**src/rtl/inst_fetch_reg_if.sv**
```systemverilog
// Fetch-stage bus: PC/ROM side inputs toward the fetch register and the
// registered instruction outputs toward the decoder.
interface inst_fetch_reg_if #(
  parameter int unsigned A  = 10,
  parameter int unsigned W  = 9,
  parameter int unsigned CW = 16
);
  logic          start;
  logic [A-1:0]  prog_ctr;
  logic [W-1:0]  inst_in;
  logic          branch_taken;
  logic [W-1:0]  inst_out;
  logic [A-1:0]  inst_pc;
  logic          inst_valid;
  logic          done;
  logic [CW-1:0] inst_count;

  modport master (
    output start, prog_ctr, inst_in, branch_taken,
    input  inst_out, inst_pc, inst_valid, done, inst_count
  );

  modport slave (
    input  start, prog_ctr, inst_in, branch_taken,
    output inst_out, inst_pc, inst_valid, done, inst_count
  );
endinterface

```
**src/rtl/inst_fetch_reg.sv**
```systemverilog
// Fetch-stage register: captures the ROM word and its PC each cycle, squashes
// the fall-through word on a taken branch, detects halt and counts fetches.
module inst_fetch_reg #(
  parameter int unsigned   A       = 10,
  parameter int unsigned   W       = 9,
  parameter logic [W-1:0]  HALT_OP = W'(9'h1FF),
  parameter int unsigned   CW      = 16
) (
  input logic               i_clk,
  input logic               i_rst_n,
  inst_fetch_reg_if.slave   bus
);

  typedef enum logic [1:0] {StIdle, StRun, StHalt} state_e;

  state_e        r_state, w_state_d;
  logic [W-1:0]  r_inst_out, w_inst_out_d;
  logic [A-1:0]  r_inst_pc, w_inst_pc_d;
  logic          r_valid, w_valid_d;
  logic          r_done, w_done_d;
  logic [CW-1:0] r_count, w_count_d;
  logic [CW-1:0] w_count_inc;

  // Saturating increment: all-ones sticks rather than wrapping to zero.
  assign w_count_inc = (r_count == {CW{1'b1}}) ? r_count : r_count + 1'b1;

  always_comb begin
    w_state_d    = r_state;
    w_inst_out_d = r_inst_out;
    w_inst_pc_d  = r_inst_pc;
    w_valid_d    = 1'b0;
    w_done_d     = r_done;
    w_count_d    = r_count;

    unique case (r_state)
      StIdle: begin
        if (!bus.start) begin
          w_state_d    = StRun;
          w_inst_out_d = bus.inst_in;
          w_inst_pc_d  = bus.prog_ctr;
          w_valid_d    = 1'b1;
          w_count_d    = {{(CW-1){1'b0}}, 1'b1};
        end
      end
      StRun: begin
        if (bus.start) begin
          w_state_d = StIdle;
        end else if (r_valid && (r_inst_out == HALT_OP)) begin
          w_state_d = StHalt;
          w_done_d  = 1'b1;
        end else if (bus.branch_taken) begin
          // Fall-through word is loaded but marked invalid and not counted.
          w_inst_out_d = bus.inst_in;
          w_inst_pc_d  = bus.prog_ctr;
        end else begin
          w_inst_out_d = bus.inst_in;
          w_inst_pc_d  = bus.prog_ctr;
          w_valid_d    = 1'b1;
          w_count_d    = w_count_inc;
        end
      end
      StHalt: begin
        if (bus.start) begin
          w_state_d = StIdle;
          w_done_d  = 1'b0;
        end
      end
      default: begin
        w_state_d = StIdle;
        w_done_d  = 1'b0;
      end
    endcase
  end

  always_ff @(posedge i_clk or negedge i_rst_n) begin
    if (!i_rst_n) begin
      r_state    <= StIdle;
      r_inst_out <= '0;
      r_inst_pc  <= '0;
      r_valid    <= 1'b0;
      r_done     <= 1'b0;
      r_count    <= '0;
    end else begin
      r_state    <= w_state_d;
      r_inst_out <= w_inst_out_d;
      r_inst_pc  <= w_inst_pc_d;
      r_valid    <= w_valid_d;
      r_done     <= w_done_d;
      r_count    <= w_count_d;
    end
  end

  assign bus.inst_out   = r_inst_out;
  assign bus.inst_pc    = r_inst_pc;
  assign bus.inst_valid = r_valid;
  assign bus.done       = r_done;
  assign bus.inst_count = r_count;

endmodule

```
**src/flat_wrapper.sv**
```systemverilog
// flat-port wrapper written by rule: the top's interface ports become plain ports
module inst_fetch_reg_flat 
#(
  parameter int unsigned   A       = 10,
  parameter int unsigned   W       = 9,
  parameter logic [W-1:0]  HALT_OP = W'(9'h1FF),
  parameter int unsigned   CW      = 16
)
  (i_clk, i_rst_n, bus_start, bus_prog_ctr, bus_inst_in, bus_branch_taken, bus_inst_out, bus_inst_pc, bus_inst_valid, bus_done, bus_inst_count);
  inst_fetch_reg_if #(.A(A), .W(W), .CW(CW)) bus_i ();
  input logic i_clk;
  input logic i_rst_n;
  input wire logic [$bits(bus_i.start)-1:0] bus_start;
  input wire logic [$bits(bus_i.prog_ctr)-1:0] bus_prog_ctr;
  input wire logic [$bits(bus_i.inst_in)-1:0] bus_inst_in;
  input wire logic [$bits(bus_i.branch_taken)-1:0] bus_branch_taken;
  output wire logic [$bits(bus_i.inst_out)-1:0] bus_inst_out;
  output wire logic [$bits(bus_i.inst_pc)-1:0] bus_inst_pc;
  output wire logic [$bits(bus_i.inst_valid)-1:0] bus_inst_valid;
  output wire logic [$bits(bus_i.done)-1:0] bus_done;
  output wire logic [$bits(bus_i.inst_count)-1:0] bus_inst_count;
  assign bus_i.start = bus_start;
  assign bus_i.prog_ctr = bus_prog_ctr;
  assign bus_i.inst_in = bus_inst_in;
  assign bus_i.branch_taken = bus_branch_taken;
  assign bus_inst_out = bus_i.inst_out;
  assign bus_inst_pc = bus_i.inst_pc;
  assign bus_inst_valid = bus_i.inst_valid;
  assign bus_done = bus_i.done;
  assign bus_inst_count = bus_i.inst_count;
  inst_fetch_reg #(.A(A), .W(W), .HALT_OP(HALT_OP), .CW(CW)) u_core (.i_clk(i_clk), .i_rst_n(i_rst_n), .bus(bus_i));
endmodule
```
**config.mk**
```make
export PLATFORM = sky130hd
export DESIGN_NAME = inst_fetch_reg_flat
export DESIGN_NICKNAME = d
export VERILOG_FILES = /design/src/rtl/inst_fetch_reg_if.sv /design/src/rtl/inst_fetch_reg.sv /design/src/flat_wrapper.sv
export SDC_FILE = /design/constraint.sdc
export NUM_CORES = 1
export LEC_CHECK = 0
export CORE_ASPECT_RATIO = 2
export CORE_MARGIN = 4
export CORE_UTILIZATION = 41
export CTS_CLUSTER_SIZE = 12
export DETAILED_ROUTE_END_ITERATION = 6
export GPL_ROUTABILITY_DRIVEN = 0
export PLACE_DENSITY = 0.75
export REMOVE_ABC_BUFFERS = 1
export SLEW_MARGIN = 40
export SYNTH_ARGS = -nofsm -noshare
export SYNTH_HDL_FRONTEND = slang
export SYNTH_SLANG_ARGS = --single-unit
```
**constraint.sdc**
```tcl
create_clock -name i_clk -period 2.9 [get_ports i_clk]
set_clock_uncertainty 0.15 [all_clocks]
set_input_delay 0.58 -clock i_clk [delete_from_list [all_inputs] [get_ports i_clk]]
set_output_delay 0.58 -clock i_clk [all_outputs]
set_load 0.05 [all_outputs]
```
==> impl_summary.log <==
[metrics] leakage: 1.04 nW
[metrics] CTS hold repair buffers: 0
[metrics] drt pass-1 iters: 4
[metrics] via density per instance: 5.58
[metrics] Warnings, synthesis: 0
[metrics] post-placement cell area: 0.00250 mm2
[metrics] Post-synth top flop: sky130_fd_sc_hd__dfrtp_1
[metrics] total half-perimeter wirelength after legalization and detailed placement: 3170 um
[metrics] delay of the slowest critical-path stage: 0.87 ns
[metrics] Inserted Clock Buffers: 5
[metrics] worst path buffer plus inverter count: 1
[metrics] power density normalized to cell area: 528 mW/mm2
[metrics] H-tree levels: 2
[metrics] number of enable flip-flop cells after synthesis: 0
[metrics] core occupancy in the finished layout: 59.0%
[metrics] Netlist cell types: 36
[metrics] post-layout total power: 1.36 mW
[metrics] # rows: 34
[metrics] min Tclk post-route: 2.43 ns
[metrics] routed wire length per instance: 15.6 um
[metrics] maximum number of pins on one net before global-route repair: 40
[metrics] post-route cell area: 0.00258 mm2
[metrics] Worst Tran Pin Value: 0.592 ns
[metrics] wire length of the first global-routing pass: 7220 um
[metrics] Worst Hold Class: in -> async
[metrics] overall die area: 0.00577 mm2
[metrics] Setup violations, final: 0
[metrics] Max Freq: 412 MHz
[metrics] worst hold-check slack: 0.0949 ns
[metrics] asr flop ratio synth: 100%
[metrics] syn avg cell area: 11.5 um2
[metrics] worst vdd ir: 0.000359 V
[metrics] share of Yosys cell area claimed by the top area cell type: 52.2%
[metrics] via count of the first global-routing pass: 1625
[metrics] clock tree root driver cell: sky130_fd_sc_hd__clkbuf_8
[metrics] outcome: finished clean
[metrics] remaining number of nets flagged by the antenna check after routing: 0
[metrics] arrival time at the worst endpoint: 1.70 ns
[metrics] effective utilization at floorplan: 42.7%
[metrics] leading post-synthesis cells by cell area: sky130_fd_sc_hd__dfrtp_1 (52%), sky130_fd_sc_hd__mux2_2 (11%), sky130_fd_sc_hd__o31ai_1 (8.0%), sky130_fd_sc_hd__nand2_1 (2.2%), sky130_fd_sc_hd__nand3_1 (1.9%)
[metrics] count of maximum capacitance violations: 0
[metrics] antenna violations before repair: 0
[metrics] height of the chip: 104 um
[metrics] clock latency of the later-clocked register in the worst-skew pair: 0.29 ns
[metrics] post-synthesis instance total: 163
[metrics] all-layer global routing usage: 15.4%
[metrics] violation count after the first detailed-routing iteration: 39
[metrics] total wire length after detailed routing: 4330 um
[metrics] period utilization: 83.6%
[metrics] share of cells above drive strength 1: 17.0%
[metrics] kind of start point of the critical path: flip-flop
[metrics] max-slew violations: 0
[metrics] number of placed I/O pins: 60
[metrics] ordered list of cells on the worst path: clkdlybuf4s50_1
[metrics] buffer count from post-CTS setup fixing: 0
[metrics] highest-delay cell along the critical path: sky130_fd_sc_hd__clkdlybuf4s50_1
[metrics] commonest cells in the synthesized netlist: sky130_fd_sc_hd__dfrtp_1 (39), sky130_fd_sc_hd__o31ai_1 (20), sky130_fd_sc_hd__mux2_2 (19)
[metrics] critical path class: reg -> out
[metrics] setup repair after global routing missed its margin: false
[metrics] Chip Width: 55.8 um
[metrics] final hold violation count: 0
[metrics] data required time at the worst endpoint: 2.17 ns
[metrics] number of buffers inserted by port buffering: 59
[metrics] count leader, synth: sky130_fd_sc_hd__dfrtp_1
[metrics] Remaining DRCs: 0
[metrics] Seq/Total Area, Yosys: 52.2%
[metrics] clock slew at reported path FFs: 0.08 ns
[metrics] area of the core: 0.00438 mm2
[metrics] Area growth, synth to finish: 38.2%
[metrics] Filler cells: 379
[metrics] post-synthesis instance area: 0.00187 mm2
[metrics] clock tree sinks: 39
[metrics] clk buf depth: 2
[metrics] remaining max-slew budget at the tightest pin: 60.2%
[metrics] total global routing overflow: 0
[metrics] crit end category: primary output
[metrics] number of nets in the layout: 247
[metrics] via count: 1551
[metrics] Resized Gates After CTS: 0
[metrics] critical path's top delay family: buffers and inverters
[metrics] antenna cell count: 0
[metrics] number of synthesized register bits: 39
[metrics] TritonCTS clock tree: yes
[metrics] cell type with the largest total area after synthesis: sky130_fd_sc_hd__dfrtp_1
[metrics] maximum fanout along the worst path: 10
[metrics] final sum of negative setup slack: 0 ns
[stage by stage]
stage / worst slack, ns / instances
CTS: 0.456 / 278
global route: 0.374 / 278
detailed placement: 0.471 / 270
floorplan: 0.468 / 155
global placement: 0.489 / 270
finish: 0.475 / 278
[per-layer routing]
metal / GRT usage, % / part of all wire [%] / routed length [um] / vias up
met5: 0 / 0 / 0 / -
met4: 8.17 / 2.3 / 98 / 0
met3: 4.48 / 6.1 / 263 / 8
met2: 27.1 / 54 / 2330 / 50
met1: 15.9 / 38 / 1640 / 760
li1: - / - / - / 733
[cell families after synthesis]
kind of cell / count (synthesis) / share of synthesized area [%]
simple gates: 48 / 15.1
compound gates: 42 / 16.3
flops: 39 / 52.2
mux: 19 / 11.4
buf+inv: 14 / 4.28
fa+ha+maj: 1 / 0.669
[final cells by class]
cell class	count	area [um2]	area share, %
inverter	6	22.5	0.871
clock buffer	5	68.8	2.66
timing repair buffer	61	616	23.8
sequential	39	976	37.8
tap	54	67.6	2.61
clock inverter	3	20.0	0.774
multi-input combinational	110	815	31.5
[power by group]
group	leakage [nW]	internal, mW	switching, mW
combinational	0.506	0.143	0.231
clock	0.0402	0.167	0.197
sequential	0.494	0.586	0.0406
total	1.04	0.896	0.468
[state kept, by name (all words and copies together) (netlist names)]
signal and flops:
u_core.bus.done 1, u_core.bus.inst_count 16, u_core.bus.inst_out 9, u_core.bus.inst_pc 10, u_core.bus.inst_valid 1, u_core.r_state 2
[worst paths after layout]
check                                     startpoint                  endpoint  slack, ns  cells past startpoint
max in group asynchronous                    i_rst_n    u_core.bus.inst_out[0]       2.16                      1
hold reg to reg                u_core.bus.inst_pc[4]     u_core.bus.inst_pc[4]       0.36                      1
min in group i_clk             u_core.bus.inst_pc[4]     u_core.bus.inst_pc[4]       0.36                      1
setup / recovery           u_core.bus.inst_count[10]        bus_inst_count[10]       0.47                      1
setup reg to reg            u_core.bus.inst_count[0]  u_core.bus.inst_count[2]       0.51                      5
hold / removal                               i_rst_n  u_core.bus.inst_count[3]       0.09                      1
[placed cells by master, fill, tap and decap left out, types with 2 or more instances in the layout]
master	synthesis	layout
sky130_fd_sc_hd__a21oi_1	4	4
sky130_fd_sc_hd__a31oi_1	3	3
sky130_fd_sc_hd__and3_1	2	2
sky130_fd_sc_hd__buf_4	0	2
sky130_fd_sc_hd__clkbuf_8	0	5
sky130_fd_sc_hd__clkdlybuf4s50_1	0	58
sky130_fd_sc_hd__clkinvlp_4	0	2
sky130_fd_sc_hd__dfrtp_1	39	39
sky130_fd_sc_hd__inv_1	6	6
sky130_fd_sc_hd__mux2_2	19	19
sky130_fd_sc_hd__nand2_1	11	11
sky130_fd_sc_hd__nand2b_1	2	2
sky130_fd_sc_hd__nand3_1	7	7
sky130_fd_sc_hd__nand4_1	5	5
sky130_fd_sc_hd__nor2_1	9	9
sky130_fd_sc_hd__nor3_1	3	3
sky130_fd_sc_hd__o21ai_0	5	5
sky130_fd_sc_hd__o31ai_1	20	20
sky130_fd_sc_hd__o41ai_1	2	2
Note: power is estimated with default switching activity, not from simulation.
